$ cat config.mk
export PLATFORM = sky130hd
export DESIGN_NAME = lsu_data_port_arbiter
export DESIGN_NICKNAME = d
export VERILOG_FILES = /design/src/rtl/lsu_arb_pkg.sv /design/src/rtl/lsu_arb_id_fifo.sv /design/src/rtl/lsu_data_port_arbiter.sv
export SDC_FILE = /design/constraint.sdc
export NUM_CORES = 1
export LEC_CHECK = 0
export BUFFER_PORTS_ARGS = -buffer_cell sky130_fd_sc_hd__buf_2
export CAP_MARGIN = 25
export CORE_AREA = 2 2 180 182
export CTS_CLUSTER_DIAMETER = 40
export DETAILED_ROUTE_END_ITERATION = 10
export DIE_AREA = 0 0 182 184
export PLACE_DENSITY_LB_ADDON = 0.1
export SYNTH_ARGS = -nofsm -noshare
export SYNTH_HDL_FRONTEND = slang
export SYNTH_SLANG_ARGS = --single-unit
export TNS_END_PERCENT = 50
$ cat constraint.sdc
create_clock -name clk_i -period 5.7 [get_ports clk_i]
set_clock_uncertainty 0.2 [all_clocks]
set_input_delay 1.425 -clock clk_i [delete_from_list [all_inputs] [get_ports clk_i]]
set_output_delay 1.425 -clock clk_i [all_outputs]
set_load 0.01 [all_outputs]
$ cat src/rtl/lsu_arb_pkg.sv
// Shared definitions for the LSU data-port arbiter.
//   idx_width() : bits needed to index n items (never less than 1)
//   AtopWidth   : width of the atomic-opcode field
package lsu_arb_pkg;

   localparam int unsigned AtopWidth = 6;

   function automatic int unsigned idx_width(input int unsigned n);
      return (n > 1) ? $clog2(n) : 1;
   endfunction

endpackage

$ cat src/rtl/lsu_arb_id_fifo.sv
// Requester-ID FIFO: remembers which requester owns each outstanding
// memory transaction so in-order responses can be routed back.
//   clk_i, rst_ni : clock, async active-low reset
//   push_i/data_i : enqueue an ID (accepted when not full, or full with pop)
//   pop_i         : dequeue the head (ignored when empty)
//   head_o        : ID at the head of the queue
//   full_o/empty_o/usage_o : occupancy status
module lsu_arb_id_fifo
   import lsu_arb_pkg::*;
#(
   parameter int unsigned Depth = 4,
   parameter int unsigned Width = 2
) (
   input  logic                         clk_i,
   input  logic                         rst_ni,
   input  logic                         push_i,
   input  logic                         pop_i,
   input  logic [Width-1:0]             data_i,
   output logic [Width-1:0]             head_o,
   output logic                         full_o,
   output logic                         empty_o,
   output logic [$clog2(Depth+1)-1:0]   usage_o
);

   localparam int unsigned PtrW = idx_width(Depth);
   localparam int unsigned CntW = $clog2(Depth + 1);

   logic [Width-1:0] mem_q [Depth];
   logic [PtrW-1:0]  wr_ptr_q, wr_ptr_d, rd_ptr_q, rd_ptr_d;
   logic [CntW-1:0]  cnt_q, cnt_d;
   logic             push_ok, pop_ok;

   assign full_o  = (cnt_q == CntW'(Depth));
   assign empty_o = (cnt_q == '0);
   assign usage_o = cnt_q;
   assign head_o  = mem_q[rd_ptr_q];

   // A push into a full FIFO is fine when the head leaves in the same cycle.
   assign push_ok = push_i & (~full_o | pop_i);
   assign pop_ok  = pop_i & ~empty_o;

   always_comb begin
      wr_ptr_d = wr_ptr_q;
      rd_ptr_d = rd_ptr_q;
      cnt_d    = cnt_q;
      if (push_ok) wr_ptr_d = (wr_ptr_q == PtrW'(Depth - 1)) ? '0 : wr_ptr_q + 1'b1;
      if (pop_ok)  rd_ptr_d = (rd_ptr_q == PtrW'(Depth - 1)) ? '0 : rd_ptr_q + 1'b1;
      case ({push_ok, pop_ok})
         2'b10:   cnt_d = cnt_q + 1'b1;
         2'b01:   cnt_d = cnt_q - 1'b1;
         default: cnt_d = cnt_q;
      endcase
   end

   always_ff @(posedge clk_i or negedge rst_ni) begin
      if (!rst_ni) begin
         wr_ptr_q <= '0;
         rd_ptr_q <= '0;
         cnt_q    <= '0;
         for (int i = 0; i < int'(Depth); i++) mem_q[i] <= '0;
      end else begin
         wr_ptr_q <= wr_ptr_d;
         rd_ptr_q <= rd_ptr_d;
         cnt_q    <= cnt_d;
         if (push_ok) mem_q[wr_ptr_q] <= data_i;
      end
   end

endmodule

$ cat src/rtl/lsu_data_port_arbiter.sv
// Shares one data-memory port (req/gnt/rvalid) among NumReq LSUs.
// Round-robin selection with the choice locked while the memory stalls,
// and an ID FIFO that steers in-order responses back to their issuer.
//   req_i, addr_i, we_i, be_i, wdata_i, atop_i, buffer_i : per-LSU request
//   gnt_o, rvalid_o, err_o, rdata_o                       : per-LSU handshake/response
//   mem_*                                                 : shared memory master port
//   busy_o : transactions outstanding or a request is on the port
module lsu_data_port_arbiter
   import lsu_arb_pkg::*;
#(
   parameter int unsigned NumReq         = 4,
   parameter int unsigned MaxOutstanding = 4,
   parameter int unsigned AddrWidth      = 32,
   parameter int unsigned DataWidth      = 32
) (
   input  logic                                     clk_i,
   input  logic                                     rst_ni,
   input  logic [NumReq-1:0]                        req_i,
   input  logic [NumReq-1:0][AddrWidth-1:0]         addr_i,
   input  logic [NumReq-1:0]                        we_i,
   input  logic [NumReq-1:0][DataWidth/8-1:0]       be_i,
   input  logic [NumReq-1:0][DataWidth-1:0]         wdata_i,
   input  logic [NumReq-1:0][AtopWidth-1:0]         atop_i,
   input  logic [NumReq-1:0]                        buffer_i,
   output logic [NumReq-1:0]                        gnt_o,
   output logic [NumReq-1:0]                        rvalid_o,
   output logic [DataWidth-1:0]                     rdata_o,
   output logic [NumReq-1:0]                        err_o,
   output logic                                     mem_req_o,
   input  logic                                     mem_gnt_i,
   output logic [AddrWidth-1:0]                     mem_addr_o,
   output logic                                     mem_we_o,
   output logic [DataWidth/8-1:0]                   mem_be_o,
   output logic [DataWidth-1:0]                     mem_wdata_o,
   output logic [AtopWidth-1:0]                     mem_atop_o,
   output logic                                     mem_buffer_o,
   input  logic                                     mem_rvalid_i,
   input  logic [DataWidth-1:0]                     mem_rdata_i,
   input  logic                                     mem_err_i,
   output logic                                     busy_o
);

   localparam int unsigned IdxW = idx_width(NumReq);
   localparam int unsigned CntW = $clog2(MaxOutstanding + 1);

   logic [IdxW-1:0] prio_q, prio_d, sel, sel_rr, lock_idx_q, lock_idx_d, head;
   logic            lock_q, lock_d;
   logic            can_issue, hs, pop, fifo_full, fifo_empty;
   logic [CntW-1:0] usage;

   function automatic logic [IdxW-1:0] rr_pick(input logic [NumReq-1:0] req,
                                                input logic [IdxW-1:0]   prio);
      logic [IdxW-1:0] pick;
      int unsigned     j;
      logic            found;
      pick  = prio;
      found = 1'b0;
      for (int unsigned i = 0; i < NumReq; i++) begin
         j = 32'(prio) + i;
         if (j >= NumReq) j = j - NumReq;
         if (!found && req[j]) begin
            found = 1'b1;
            pick  = IdxW'(j);
         end
      end
      return pick;
   endfunction

   assign sel_rr = rr_pick(req_i, prio_q);
   // A stalled request keeps its requester so the memory sees stable fields.
   assign sel    = lock_q ? lock_idx_q : sel_rr;

   // A full FIFO can still issue when a response pops the head this cycle,
   // which keeps zero-latency memories at one transaction per cycle.
   assign can_issue = ~fifo_full | mem_rvalid_i;
   assign mem_req_o = req_i[sel] & can_issue;
   assign hs        = mem_req_o & mem_gnt_i;
   assign pop       = mem_rvalid_i & ~fifo_empty;

   assign mem_addr_o   = addr_i[sel];
   assign mem_we_o     = we_i[sel];
   assign mem_be_o     = be_i[sel];
   assign mem_wdata_o  = wdata_i[sel];
   assign mem_atop_o   = atop_i[sel];
   assign mem_buffer_o = buffer_i[sel];

   assign rdata_o = mem_rdata_i;
   assign busy_o  = (usage != '0) | mem_req_o;

   always_comb begin
      gnt_o    = '0;
      rvalid_o = '0;
      err_o    = '0;
      if (hs) gnt_o[sel] = 1'b1;
      if (pop) begin
         rvalid_o[head] = 1'b1;
         err_o[head]    = mem_err_i;
      end
   end

   always_comb begin
      prio_d     = prio_q;
      lock_d     = lock_q;
      lock_idx_d = lock_idx_q;
      if (hs) prio_d = (sel == IdxW'(NumReq - 1)) ? '0 : sel + 1'b1;
      if (can_issue) begin
         lock_d     = mem_req_o & ~mem_gnt_i;
         lock_idx_d = sel;
      end
   end

   always_ff @(posedge clk_i or negedge rst_ni) begin
      if (!rst_ni) begin
         prio_q     <= '0;
         lock_q     <= 1'b0;
         lock_idx_q <= '0;
      end else begin
         prio_q     <= prio_d;
         lock_q     <= lock_d;
         lock_idx_q <= lock_idx_d;
      end
   end

   lsu_arb_id_fifo #(
      .Depth (MaxOutstanding),
      .Width (IdxW)
   ) u_id_fifo (
      .clk_i   (clk_i),
      .rst_ni  (rst_ni),
      .push_i  (hs),
      .pop_i   (pop),
      .data_i  (sel),
      .head_o  (head),
      .full_o  (fifo_full),
      .empty_o (fifo_empty),
      .usage_o (usage)
   );

   // A response with nothing outstanding has no owner; it is dropped.
   always @(posedge clk_i) begin
      if (rst_ni) begin
         assert (!(mem_rvalid_i && fifo_empty))
            else $warning("lsu_data_port_arbiter: response with no outstanding request dropped");
      end
   end

endmodule

After elaboration in Yosys (flattened, before gate mapping)
Cells that the tools add are included.
{"block": "word_totals", "out_inout_bits": 122, "ramBits": 0, "ff_bits": 20, "latch_bits": 0, "memories": 0, "mem_bits_ro": 0, "elab_cells": 121}
{"block": "op_classes", "n_bitwise": 15, "mux": 51, "n_eq_ne": 6, "shifts": 0, "n_addsub": 12, "magnitude_cmp": 15, "mul": 0, "n_reduce_logical": 12, "n_div": 0}
{"operator": "two-way mux 32 bit", "n": 6}
{"operator": "binary-select mux 32 bit (select 2 bit)", "n": 2}
{"operator": "less-than comparator 32 x 3 -> 1 bit (second input constant)", "n": 4}
{"operator": "two-way mux 2 bit", "n": 11}
{"operator": "two-way mux 4 bit", "n": 4}
{"operator": "greater-or-equal comparator 3 bit (second input constant)", "n": 5}
{"operator": "binary-select mux 1 bit (select 2 bit)", "n": 7}
{"operator": "binary-select mux 6 bit (select 2 bit)", "n": 1}
{"operator": "two-way mux 1 bit", "n": 12}
{"operator": "subtractor 3 x 3 -> 4 bit (second input constant)", "n": 3}
{"operator": "binary-select mux 4 bit (select 2 bit)", "n": 1}
{"operator": "bitwise mux 8 bit", "n": 1}
{"operator": "equality test 2 bit (second input constant)", "n": 4}
{"operator": "adder 2 x 1 -> 2 bit (second input constant)", "n": 3}
{"operator": "adder 2 x 2 -> 3 bit (second input constant)", "n": 2}
{"operator": "AND 1 bit", "n": 6}
{"operator": "logical AND 1 bit", "n": 6}
{"operator": "less-than comparator 2 x 3 -> 1 bit (second input constant)", "n": 2}
{"operator": "two-way mux 6 bit", "n": 1}
{"operator": "inverter 2 -> 3 bit", "n": 2}
{"operator": "one-hot mux 3 bit (2 select lines)", "n": 1}
{"operator": "AND 4 bit", "n": 1}
{"operator": "binary-select mux 2 bit (select 2 bit)", "n": 1}
{"operator": "demux 1 bit (select 2 bit)", "n": 2}
{"operator": "other kinds (16)", "n": 23}

Logic depth before layout (Yosys ltp)
Gate-level depths: netlist of run 1.
{"block": "logic_depth", "word_depth": 22, "depth_mapped": 14, "depth_no_buf": 13}

By module
Synthesis of run 1 repeated with hierarchy kept, for this count alone.
{"block": "hier_totals", "cells_unflattened": 427, "area_unflattened_um2": 4068.9}
{"module": "lsu_data_port_arbiter", "instances": 1, "cells_each": 365, "area_each_um2": 3268.1, "seq_area_each_um2": 125.1}
{"module": "lsu_arb_id_fifo", "instances": 1, "cells_each": 62, "area_each_um2": 800.8, "seq_area_each_um2": 375.4}

Worst setup path after synthesis of run 1
No wires, ideal clock.
{"block": "synth_path", "path_kind": "input to output", "from": "in req_i[0]", "to": "out busy_o", "path_buffers": 0, "path_slack_ps": 1104, "arrival_time_ps": 2971, "stages": 6, "required_time_ps": 4075, "cell_sequence": "and2b_1 nor3_2 o21ai_0 a31oi_2 a21oi_2 or4_1"}
{"block": "synth_via", "elab_chain_cells": 17}
{"item": "start: declaration", "line_no": "lsu_data_port_arbiter.sv:18", "text": "input logic [NumReq-1:0] req_i,"}
{"item": "binary-select mux 1 bit (select 2 bit)", "line_no": "lsu_data_port_arbiter.sv:61", "text": "if (!found && req[j]) begin"}
{"item": "two-way mux 1 bit (implied by the code)", "line_no": "lsu_data_port_arbiter.sv:61"}
{"item": "two-way mux 1 bit", "line_no": "lsu_data_port_arbiter.sv:61"}
{"item": "zero test 1 bit", "line_no": "lsu_data_port_arbiter.sv:61"}
{"item": "logical AND 1 bit", "line_no": "lsu_data_port_arbiter.sv:61"}
{"item": "two-way mux 1 bit", "line_no": "lsu_data_port_arbiter.sv:61"}
{"item": "zero test 1 bit", "line_no": "lsu_data_port_arbiter.sv:61"}
{"item": "logical AND 1 bit", "line_no": "lsu_data_port_arbiter.sv:61"}
{"item": "two-way mux 1 bit", "line_no": "lsu_data_port_arbiter.sv:61"}
{"item": "zero test 1 bit", "line_no": "lsu_data_port_arbiter.sv:61"}
{"item": "logical AND 1 bit", "line_no": "lsu_data_port_arbiter.sv:61"}
{"item": "two-way mux 2 bit", "line_no": "lsu_data_port_arbiter.sv:61"}
{"item": "two-way mux 2 bit", "line_no": "lsu_data_port_arbiter.sv:71", "text": "assign sel = lock_q ? lock_idx_q : sel_rr;"}
{"item": "binary-select mux 1 bit (select 2 bit) (*)", "line_no": "lsu_data_port_arbiter.sv:76", "text": "assign mem_req_o = req_i[sel] & can_issue;"}
{"item": "two-way mux 1 bit (implied by the code) (*)", "line_no": "lsu_data_port_arbiter.sv:76"}
{"item": "AND 1 bit (*)", "line_no": "lsu_data_port_arbiter.sv:76"}
{"item": "bitwise OR 1 bit (*)", "line_no": "lsu_data_port_arbiter.sv:88", "text": "assign busy_o = (usage != '0) | mem_req_o;"}
{"item": "end: declaration", "line_no": "lsu_data_port_arbiter.sv:40", "text": "output logic busy_o"}
Every way passes the cells marked *; elsewhere a longest branch is shown, timed or not. The select of a mux whose other input is x is not followed.

Worst setup path in the final report of run 1
{"block": "layout_path", "from": "in req_i[2]", "to": "out mem_wdata_o[23]"}
{"block": "layout_via", "elab_chain_cells": 15}
{"item": "binary-select mux 1 bit (select 2 bit)", "line_no": "lsu_data_port_arbiter.sv:61"}
{"item": "two-way mux 1 bit (implied by the code)", "line_no": "lsu_data_port_arbiter.sv:61"}
{"item": "two-way mux 1 bit", "line_no": "lsu_data_port_arbiter.sv:61"}
{"item": "zero test 1 bit", "line_no": "lsu_data_port_arbiter.sv:61"}
{"item": "logical AND 1 bit", "line_no": "lsu_data_port_arbiter.sv:61"}
{"item": "two-way mux 1 bit", "line_no": "lsu_data_port_arbiter.sv:61"}
{"item": "zero test 1 bit", "line_no": "lsu_data_port_arbiter.sv:61"}
{"item": "logical AND 1 bit", "line_no": "lsu_data_port_arbiter.sv:61"}
{"item": "two-way mux 1 bit", "line_no": "lsu_data_port_arbiter.sv:61"}
{"item": "zero test 1 bit", "line_no": "lsu_data_port_arbiter.sv:61"}
{"item": "logical AND 1 bit", "line_no": "lsu_data_port_arbiter.sv:61"}
{"item": "two-way mux 2 bit (*)", "line_no": "lsu_data_port_arbiter.sv:61"}
{"item": "two-way mux 2 bit (*)", "line_no": "lsu_data_port_arbiter.sv:71"}
{"item": "binary-select mux 32 bit (select 2 bit) (*)", "line_no": "lsu_data_port_arbiter.sv:83", "text": "assign mem_wdata_o = wdata_i[sel];"}
{"item": "two-way mux 32 bit (implied by the code) (*)", "line_no": "lsu_data_port_arbiter.sv:83"}
{"item": "end: declaration", "line_no": "lsu_data_port_arbiter.sv:34", "text": "output logic [DataWidth-1:0] mem_wdata_o,"}
Marks and branches as above.

==> impl_metrics.toml, run 1 <==
[logic_synthesis]
synth_xor_area_frac = 0.00642
syn_area_mm2 = 0.00409
yosys.area_share.simple = 0.0694
synth-adder-area-share = 0.0355
synth_top_area_cell = "mux2i_1"
muxShareOfSynthArea = 0.594
ys_ff_latch = 20
synth_top_family_by_area = "multiplexers"
ys_top_cells_by_area = "mux2i_1, dfrtp_1, buf_4"
ys_seq_area_frac = 0.122
synthCells = 429
synth_top_cell_area_share = 0.558
yosysUniqueCellTypes = 40
ys_warn_count = 0
syn_avg_cell_area_um2 = 9.54
synth-compound-area-share = 0.0615
synth_nets = 785

[route]
final_antenna_net_count = 0
vias = 4525
via_per_inst = 3.80
drt_iter0_drc = 86
dr.pass1.iters = 4
wl_per_cell_um = 17.6
post-route-drc-count = 0
routed_wl_mm = 21.0

[global_route]
grt_pass1_wl_mm = 29.5
grt_pass1_vias = 4802
grt_overflow_total = 0
antenna_found_initial = 4
grt_usage = 0.117
grt_max_degree = 79

[timing]
slew_viol_final = 0
holdWs_ps = 280
hold_viol_final = 0
maxSlewHeadroom = 0.363
finalCritPeriodShare = 0.914
tns_ps = 0
worstMarginPinSlew_ps = 948
setup_viol = 0
fmax_mhz = 192
min_period_ps = 5210
rsz0062_at_grt = "no"

[clock_tree]
post_cts_buffers = 0
numCtsBuffers = 3
cts-root-buf = "clkbuf_16"
h-tree-depth = 1
clock_path_buffers = 2
clk_pin_slew_ps = 60
clk_latency_ps = 250
cts-resized-gates = 0
cts.sinks = 20
cts_tree = "done"
postCtsHoldBufs = 0

[placed_design]
globalplace.congestion = 0.826
portBuffers = 402
dp_hpwl_mm = 18.4

[outcome]
outcome = "completed"

[critical_path]
critPathLaunchType = "primary input"
critPathRequiredTime_ps = 4070
cp-end-kind = "output pin"
r2r_slack_ps = 2540
critPathArrivalTime_ps = 3580
worstPathMaxFanout = 34
path_class = "primary input to output pin"

[hold_path]
hold_path.class = "register to register"

[power_and_ir_drop]
vdd_drop_max_mv = 0.243
total_power_mw = 3.37
leakage_nw = 3.50
power_density_mw_per_mm2 = 520

[final_layout]
multi_input_area_mm2 = 0.00315
seqCellArea_um2 = 500
finalNetCount = 1145
drive_above_1_share = 0.555
fill_cells = 3596
area_growth_pct = 58.2

[floorplanning]
boundaryPins = 467
dieHeight_um = 184
start_util = 0.130
dieArea_mm2 = 0.0335
die_x_um = 182
coreArea_mm2 = 0.0314
rows = 65

[flow_run]
cap_violations = 0
==> path summary, 6_finish.rpt <==
path	cells past startpoint	start	end
worst max-delay path	10	req_i[2]	mem_wdata_o[23]
worst min-delay path	2	lock_idx_q[1]	lock_idx_q[1]
worst max register to register	13	prio_q[1]	u_id_fifo.usage_o[2]
worst min register to register	2	lock_idx_q[1]	lock_idx_q[1]
max in group asynchronous	1	rst_ni	lock_idx_q[0]
min in group asynchronous	1	rst_ni	u_id_fifo.rd_ptr_q[0]
==> metal layers <==
metal | global-route usage | routed length, um | share of wire
met1 | 0.118 | 7280 | 0.35
met2 | 0.239 | 12000 | 0.57
met3 | 0.0333 | 1560 | 0.074
met4 | 0.0142 | 128 | 0.0061
met5 | 0 | 28 | 0.0013
==> cells in the mapped netlist, drive strengths merged <==
| master | instances |
|---|---|
| nor4 | 1 |
| dfrtp | 20 |
| and3b | 1 |
| nor2b | 5 |
| inv | 10 |
| and2 | 5 |
| and2b | 3 |
| nand2 | 12 |
| a21oi | 1 |
| o31ai | 2 |
| fa | 1 |
| o311a | 2 |
| mux2i | 228 |
| nor3b | 4 |
| a22o | 1 |
| ha | 10 |
| nand2b | 3 |
| mux4 | 2 |
| mux2 | 9 |
| or4 | 1 |
| o21a | 1 |
| a21o | 2 |
| buf | 60 |
| o31a | 1 |
| xnor2 | 1 |
| nor3 | 6 |
| a211oi | 6 |
| nor2 | 9 |
| nor4b | 1 |
| xor2 | 2 |
| a31oi | 5 |
| o21ai | 12 |
| clkbuf | 2 |
==> per-stage QoR <==
stage          instance area (um^2)  setup WS, ps  utilization  instances
5_1_grt                        6470           373        0.206       1192
6_report                       6470           491        0.206       1192
3_3_place_gp                   6380           474        0.203       1186
3_5_place_dp                   6380           497        0.203       1186
2_1_floorplan                  4090          1100            -        429
4_1_cts                        6470           489        0.206       1190
==> cell type report <==
class                   count  area share
flip-flops and latches     20      0.0773
diodes                      2    0.000773
inverters                  10     0.00580
well taps                 402      0.0777
clock buffers               4      0.0137
multi-input cells         337       0.487
repair buffers            417       0.338
==> cells by family after synthesis <==
family          Yosys count
compound gates           33
xor+xnor                  3
fa+ha+maj                11
buf+inv                  72
flops                    20
mux                     239
simple gates             51
==> placed cells by master (no fill, tap or decap), types with 2 or more instances in the layout <==
cell type and count:
buf_2 402, mux2i_1 228, dfrtp_1 20, nand2_1 12, o21ai_0 12, ha_1 10, buf_4 10, inv_1 9
nor2_1 9, nor3_1 5, nor2b_1 5, and2_1 5, mux2_2 5, buf_12 5, a31oi_1 4, a211oi_1 4
mux2_1 4, and2b_1 3, nand2b_1 3, nor3b_1 3, clkbuf_16 3, diode_2 2, o311a_1 2, a211oi_4 2
mux4_2 2, a21o_1 2, xor2_1 2
==> state kept, by name, summed over array words and instances, names as in the netlist <==
signal              flops
u_id_fifo.mem_q         8
u_id_fifo.usage_o       3
lock_idx_q              2
prio_q                  2
u_id_fifo.rd_ptr_q      2
u_id_fifo.wr_ptr_q      2
lock_q                  1
==> report_power, final <==
part	internal (mW)	switching, mW	total [mW]
logic	1.36	1.56	2.92
registers	0.210	0.0734	0.284
clock network	0.107	0.0542	0.161
==> worst max-delay path: stages <==
cell and delay, ps:
buf_2 120, nor2b_1 150, nor3b_2 320, nor2_1 120, o31ai_4 270, buf_12 220, buf_12 260, mux2i_1 130
mux2i_1 320, buf_2 210
No activity file was read; power rests on OpenSTA's default activity.
==> run 2, diff against run 1 <==
--- a/config.mk
+++ b/config.mk
@@ -11,7 +11,8 @@
 export CTS_CLUSTER_DIAMETER = 40
 export DETAILED_ROUTE_END_ITERATION = 10
 export DIE_AREA = 0 0 182 184
-export PLACE_DENSITY_LB_ADDON = 0.1
+export MAX_ROUTING_LAYER = met4
+export PLACE_DENSITY = 0.46
 export SYNTH_ARGS = -nofsm -noshare
 export SYNTH_HDL_FRONTEND = slang
 export SYNTH_SLANG_ARGS = --single-unit
==> impl_metrics.toml, run 2 (synthesized netlist as in run 1, its figures left out) <==
[outcome]
outcome = "completed"

[global_route]
grt_util_met2 = 0.182
grt_busiest_layer = "met2"
antenna_found_initial = 4
grt_max_degree = 45
use_met3 = 0.0182
use_met1 = 0.122
grt_pass1_wl_mm = 26.0
grt_usage = 0.102
grt_overflow_total = 0
grt_pass1_vias = 4450

[route]
post-route-drc-count = 0
routed_wl_mm = 18.7
vias = 4536
drt_iter0_drc = 106
final_antenna_net_count = 0
wl_per_cell_um = 15.6
via_per_inst = 3.79
dr.pass1.iters = 6

[timing]
worstMarginPinSlew_ps = 489
rsz0062_at_grt = "no"
maxSlewHeadroom = 0.673
finalCritPeriodShare = 0.926
fmax_mhz = 190
tns_ps = 0
slew_viol_final = 0
setup_viol = 0
min_period_ps = 5280
hold_viol_final = 0

[floorplanning]
rows = 65
coreArea_mm2 = 0.0314
start_util = 0.130
die_x_um = 182
dieArea_mm2 = 0.0335
dieHeight_um = 184
boundaryPins = 467

[clock_tree]
cts_tree = "done"
cts-resized-gates = 0
numCtsBuffers = 3
post_cts_buffers = 0
cts.sinks = 20
cts-root-buf = "clkbuf_16"
clk_latency_ps = 250
clock_path_buffers = 2
clk_pin_slew_ps = 60
h-tree-depth = 1
postCtsHoldBufs = 0

[critical_path]
cp-end-kind = "output pin"
critPathArrivalTime_ps = 3650
path_class = "primary input to output pin"
cp_slowest_cell = "o31ai_4"
reg2reg_depth = 13
cp_num_cells = 10
critPathLaunchType = "primary input"
worstPathCellList = "buf_2 > and2b_1 > nor3_2 > nor2_1 > o31ai_4 > buf_12 > buf_12 > mux2i_1 > mux2i_1 > buf_2"
r2r-end = "u_id_fifo.usage_o[2]"
critPathTopFamily = "buffers and inverters"
rr_startpoint = "prio_q[1]"
slowest_delay_ps = 340
path_buf_inv = 4
r2r_slack_ps = 2430
critPathRequiredTime_ps = 4070
worstPathMaxFanout = 36

[power_and_ir_drop]
vdd_drop_max_mv = 0.293
leakage_nw = 3.51
power_density_mw_per_mm2 = 514

[hold_path]
whs_endpoint = "lock_idx_q[1]"
hold_path.class = "register to register"
whs_path_depth = 2
hp-start = "lock_idx_q[1]"

[final_layout]
layout_commonest_cell = "buf_2"
largest-register = "u_id_fifo.mem_q"
finalNonFillerCells = 1196
layout_common_cells = "buf_2, mux2i_1, dfrtp_1"
largest_register_ffs = 8
area_growth_pct = 58.7
finalNetCount = 1147
drive_above_1_share = 0.556

[placed_design]
place_inst = 1188
dp_hpwl_mm = 16.1
globalplace.congestion = 0.815
portBuffers = 402

[flow_run]
cap_violations = 0
run 2: cell count changes in the layout (fill, tap and decap cells not counted):
| cell | change |
|---|---|
| diode_2 | +2 |
| buf_4 | +2 |
run 2: worst register-to-register path: stages, from the launching register on:
cell and delay [ps]:
dfrtp_1 450, and3b_1 210, nor4_1 270, o31a_2 240, inv_2 150, a211oi_4 400
a211oi_4 150, inv_1 90, ha_1 170, inv_1 60, fa_1 370, xor2_1 150
nor2_1 120, xor2_1 150
run 2: worst max-delay path by stage:
stage / startpoint / end / slack (ps)
3_5_place_dp: req_i[0] / mem_wdata_o[14] / 390
3_3_place_gp: req_i[2] / mem_addr_o[2] / 400
6_report: req_i[0] / mem_wdata_o[14] / 420
4_1_cts: req_i[0] / mem_addr_o[2] / 370
2_1_floorplan: req_i[0] / busy_o / 1100
5_1_grt: req_i[0] / mem_addr_o[2] / 260
run 2: final cells by class:
cell class / instances / area (um^2)
well taps: 402 / 503
flip-flops and latches: 20 / 500
inverters: 10 / 37.5
repair buffers: 419 / 2200
fillers: 3589 / 24900
multi-input cells: 337 / 3150
clock buffers: 4 / 88.8
diodes: 4 / 10.0
run 2: power by group:
part           switching (mW)  internal, mW  leakage (nW)
sequential             0.0745         0.211         0.231
clock                  0.0522         0.107        0.0442
combinational            1.53          1.36          3.24
total                    1.66          1.68          3.51
run 2: routing by layer:
layer	routed length, um	vias up
met5	0	-
met4	239	0
met3	1080	16
met2	9660	164
met1	7680	2077
li1	-	2279
run 2: metrics by stage:
step                      power, mW  instance area [um^2]  setup slack [ps]  utilization  hold WS, ps
after floorplan                2.26                  4090              1100            -          241
after global placement         3.21                  6390               403        0.204          262
after detailed placement       3.22                  6390               391        0.204          273
after CTS                      3.40                  6480               372        0.206          286
after global routing           3.60                  6490               259        0.207          344
final                          3.33                  6490               424        0.207          284
==> run 3, diff against run 2 <==
==> constraint.sdc (replaced) <==
create_clock -name clk_i -period 5.7 [get_ports clk_i]
set_clock_uncertainty 0.2 [all_clocks]
set_input_delay 0.57 -clock clk_i [delete_from_list [all_inputs] [get_ports clk_i]]
set_output_delay 0.57 -clock clk_i [all_outputs]
set_load 0.01 [all_outputs]
==> impl_metrics.toml, run 3 (synthesized netlist as in run 1, its figures left out) <==
[floorplanning]
boundaryPins = 467
coreArea_mm2 = 0.0314
start_util = 0.130
rows = 65
dieArea_mm2 = 0.0335
die_x_um = 182
dieHeight_um = 184

[critical_path]
slowest_delay_ps = 360
worstPathCellList = "buf_2 > and2b_1 > nor3_2 > nor2_1 > o31ai_4 > buf_12 > buf_4 > mux2i_1 > mux2i_1 > buf_2"
critPathTopFamily = "buffers and inverters"
worstPathMaxFanout = 53
critPathRequiredTime_ps = 4930
cp_slowest_cell = "o31ai_4"
cp-end-kind = "output pin"
critPathLaunchType = "primary input"
critPathArrivalTime_ps = 2940
path_class = "primary input to output pin"
path_buf_inv = 4

[clock_tree]
clock_path_buffers = 2
h-tree-depth = 1
clk_latency_ps = 260
cts-resized-gates = 0
numCtsBuffers = 3
cts-root-buf = "clkbuf_16"
post_cts_buffers = 0
cts.sinks = 20
cts_tree = "done"
clk_pin_slew_ps = 60
postCtsHoldBufs = 0

[final_layout]
fin_area_mm2 = 0.00641
area_growth_pct = 56.7
fill_cells = 3558
layout_commonest_cell = "buf_2"
largest_register_ffs = 8
finalNonFillerCells = 1187
layout_common_cells = "buf_2, mux2i_1, dfrtp_1, nand2_1, o21ai_0"
largest-register = "u_id_fifo.mem_q"
drive_above_1_share = 0.550
finalNetCount = 1137

[hold_path]
hold_path.class = "primary input to asynchronous set/reset pin"

[timing]
hold_viol_final = 0
worstMarginPinSlew_ps = 656
min_period_ps = 3710
maxSlewHeadroom = 0.563
tns_ps = 0
finalCritPeriodShare = 0.650
setup_viol = 0
slew_viol_final = 0
fin_ws_ps = 1990
fmax_mhz = 270
rsz0062_at_grt = "no"

[flow_run]
cap_violations = 0

[global_route]
grt_overflow_total = 0
antenna_found_initial = 5
grt_usage = 0.105
grt_max_degree = 85
grt_pass1_vias = 4595
grt_pass1_wl_mm = 26.5

[power_and_ir_drop]
total_power_mw = 3.28
power_density_mw_per_mm2 = 512
vdd_drop_max_mv = 0.387
leakage_nw = 3.46

[placed_design]
portBuffers = 402
place_area_mm2 = 0.00629
place_inst = 1178
globalplace.congestion = 0.819
dp_worst_setup_slack_ps = 1990
dp_hpwl_mm = 16.1

[route]
met2_length_mm = 9.89
via_per_inst = 3.85
routed_wl_mm = 18.7
wl_met3_um = 900
dr.pass1.iters = 4
vias = 4565
final_antenna_net_count = 0
met1_length_mm = 7.70
drt_iter0_drc = 210
wl_per_cell_um = 15.7
post-route-drc-count = 0
topRoutingLayerUsed = "met4"

[outcome]
outcome = "completed"
-- run 3: cell types whose count changed in the layout (fill, tap and decap cells not counted), sizes merged --
cell / change
buf: -10
clkbuf: -1
bufinv: +1
diode: +1
-- run 3: final timing paths --
path	depth (start not counted)	end	start	slack [ps]
setup / recovery	10	mem_be_o[1]	req_i[0]	1990
hold / removal	1	u_id_fifo.usage_o[0]	rst_ni	70
setup reg to reg	13	u_id_fifo.usage_o[2]	prio_q[1]	2430
hold reg to reg	2	lock_idx_q[1]	lock_idx_q[1]	280
max in group asynchronous	1	lock_q	rst_ni	4900
min in group clk_i	2	lock_idx_q[1]	lock_idx_q[1]	280
-- run 3: per-layer routing --
layer	vias up	track usage
met2	179	0.187
li1	2255	-
met1	2117	0.127
met4	0	0.0206
met5	-	-
met3	14	0.0141
-- run 3: worst register-to-register path: cells and delay by family, from the launching register on --
family | cells | cell delay [ps]
buffers and inverters | 3 | 310
AOI/OAI and AO/OA | 3 | 770
adders and majority gates | 2 | 540
and+or+nand+nor | 3 | 630
DFF | 1 | 450
xor gates and xnor gates | 2 | 300
-- run 3: where the power goes --
group	switching, mW	internal [mW]
clock network	0.0583	0.139
registers	0.0736	0.210
logic	1.50	1.29
-- run 3: area by class of cell --
type | count | area (um^2) | share of cell area
Antenna cell | 5 | 12.5 | 0.00195
Clock buffer | 3 | 75.1 | 0.0117
Clock inverter | 1 | 30.0 | 0.00468
Inverter | 10 | 37.5 | 0.00585
Multi-Input combinational cell | 337 | 3150 | 0.491
Sequential cell | 20 | 500 | 0.0781
Tap cell | 402 | 503 | 0.0785
Timing Repair Buffer | 409 | 2100 | 0.328
-- run 3: per-stage QoR --
| step | util | hold WS (ps) |
|---|---|---|
| finish | 0.204 | 67.7 |
| global route | 0.204 | 109 |
| floorplan | - | 74.4 |
| detailed placement | 0.200 | 271 |
| CTS | 0.204 | 82.7 |
| global placement | 0.200 | 261 |
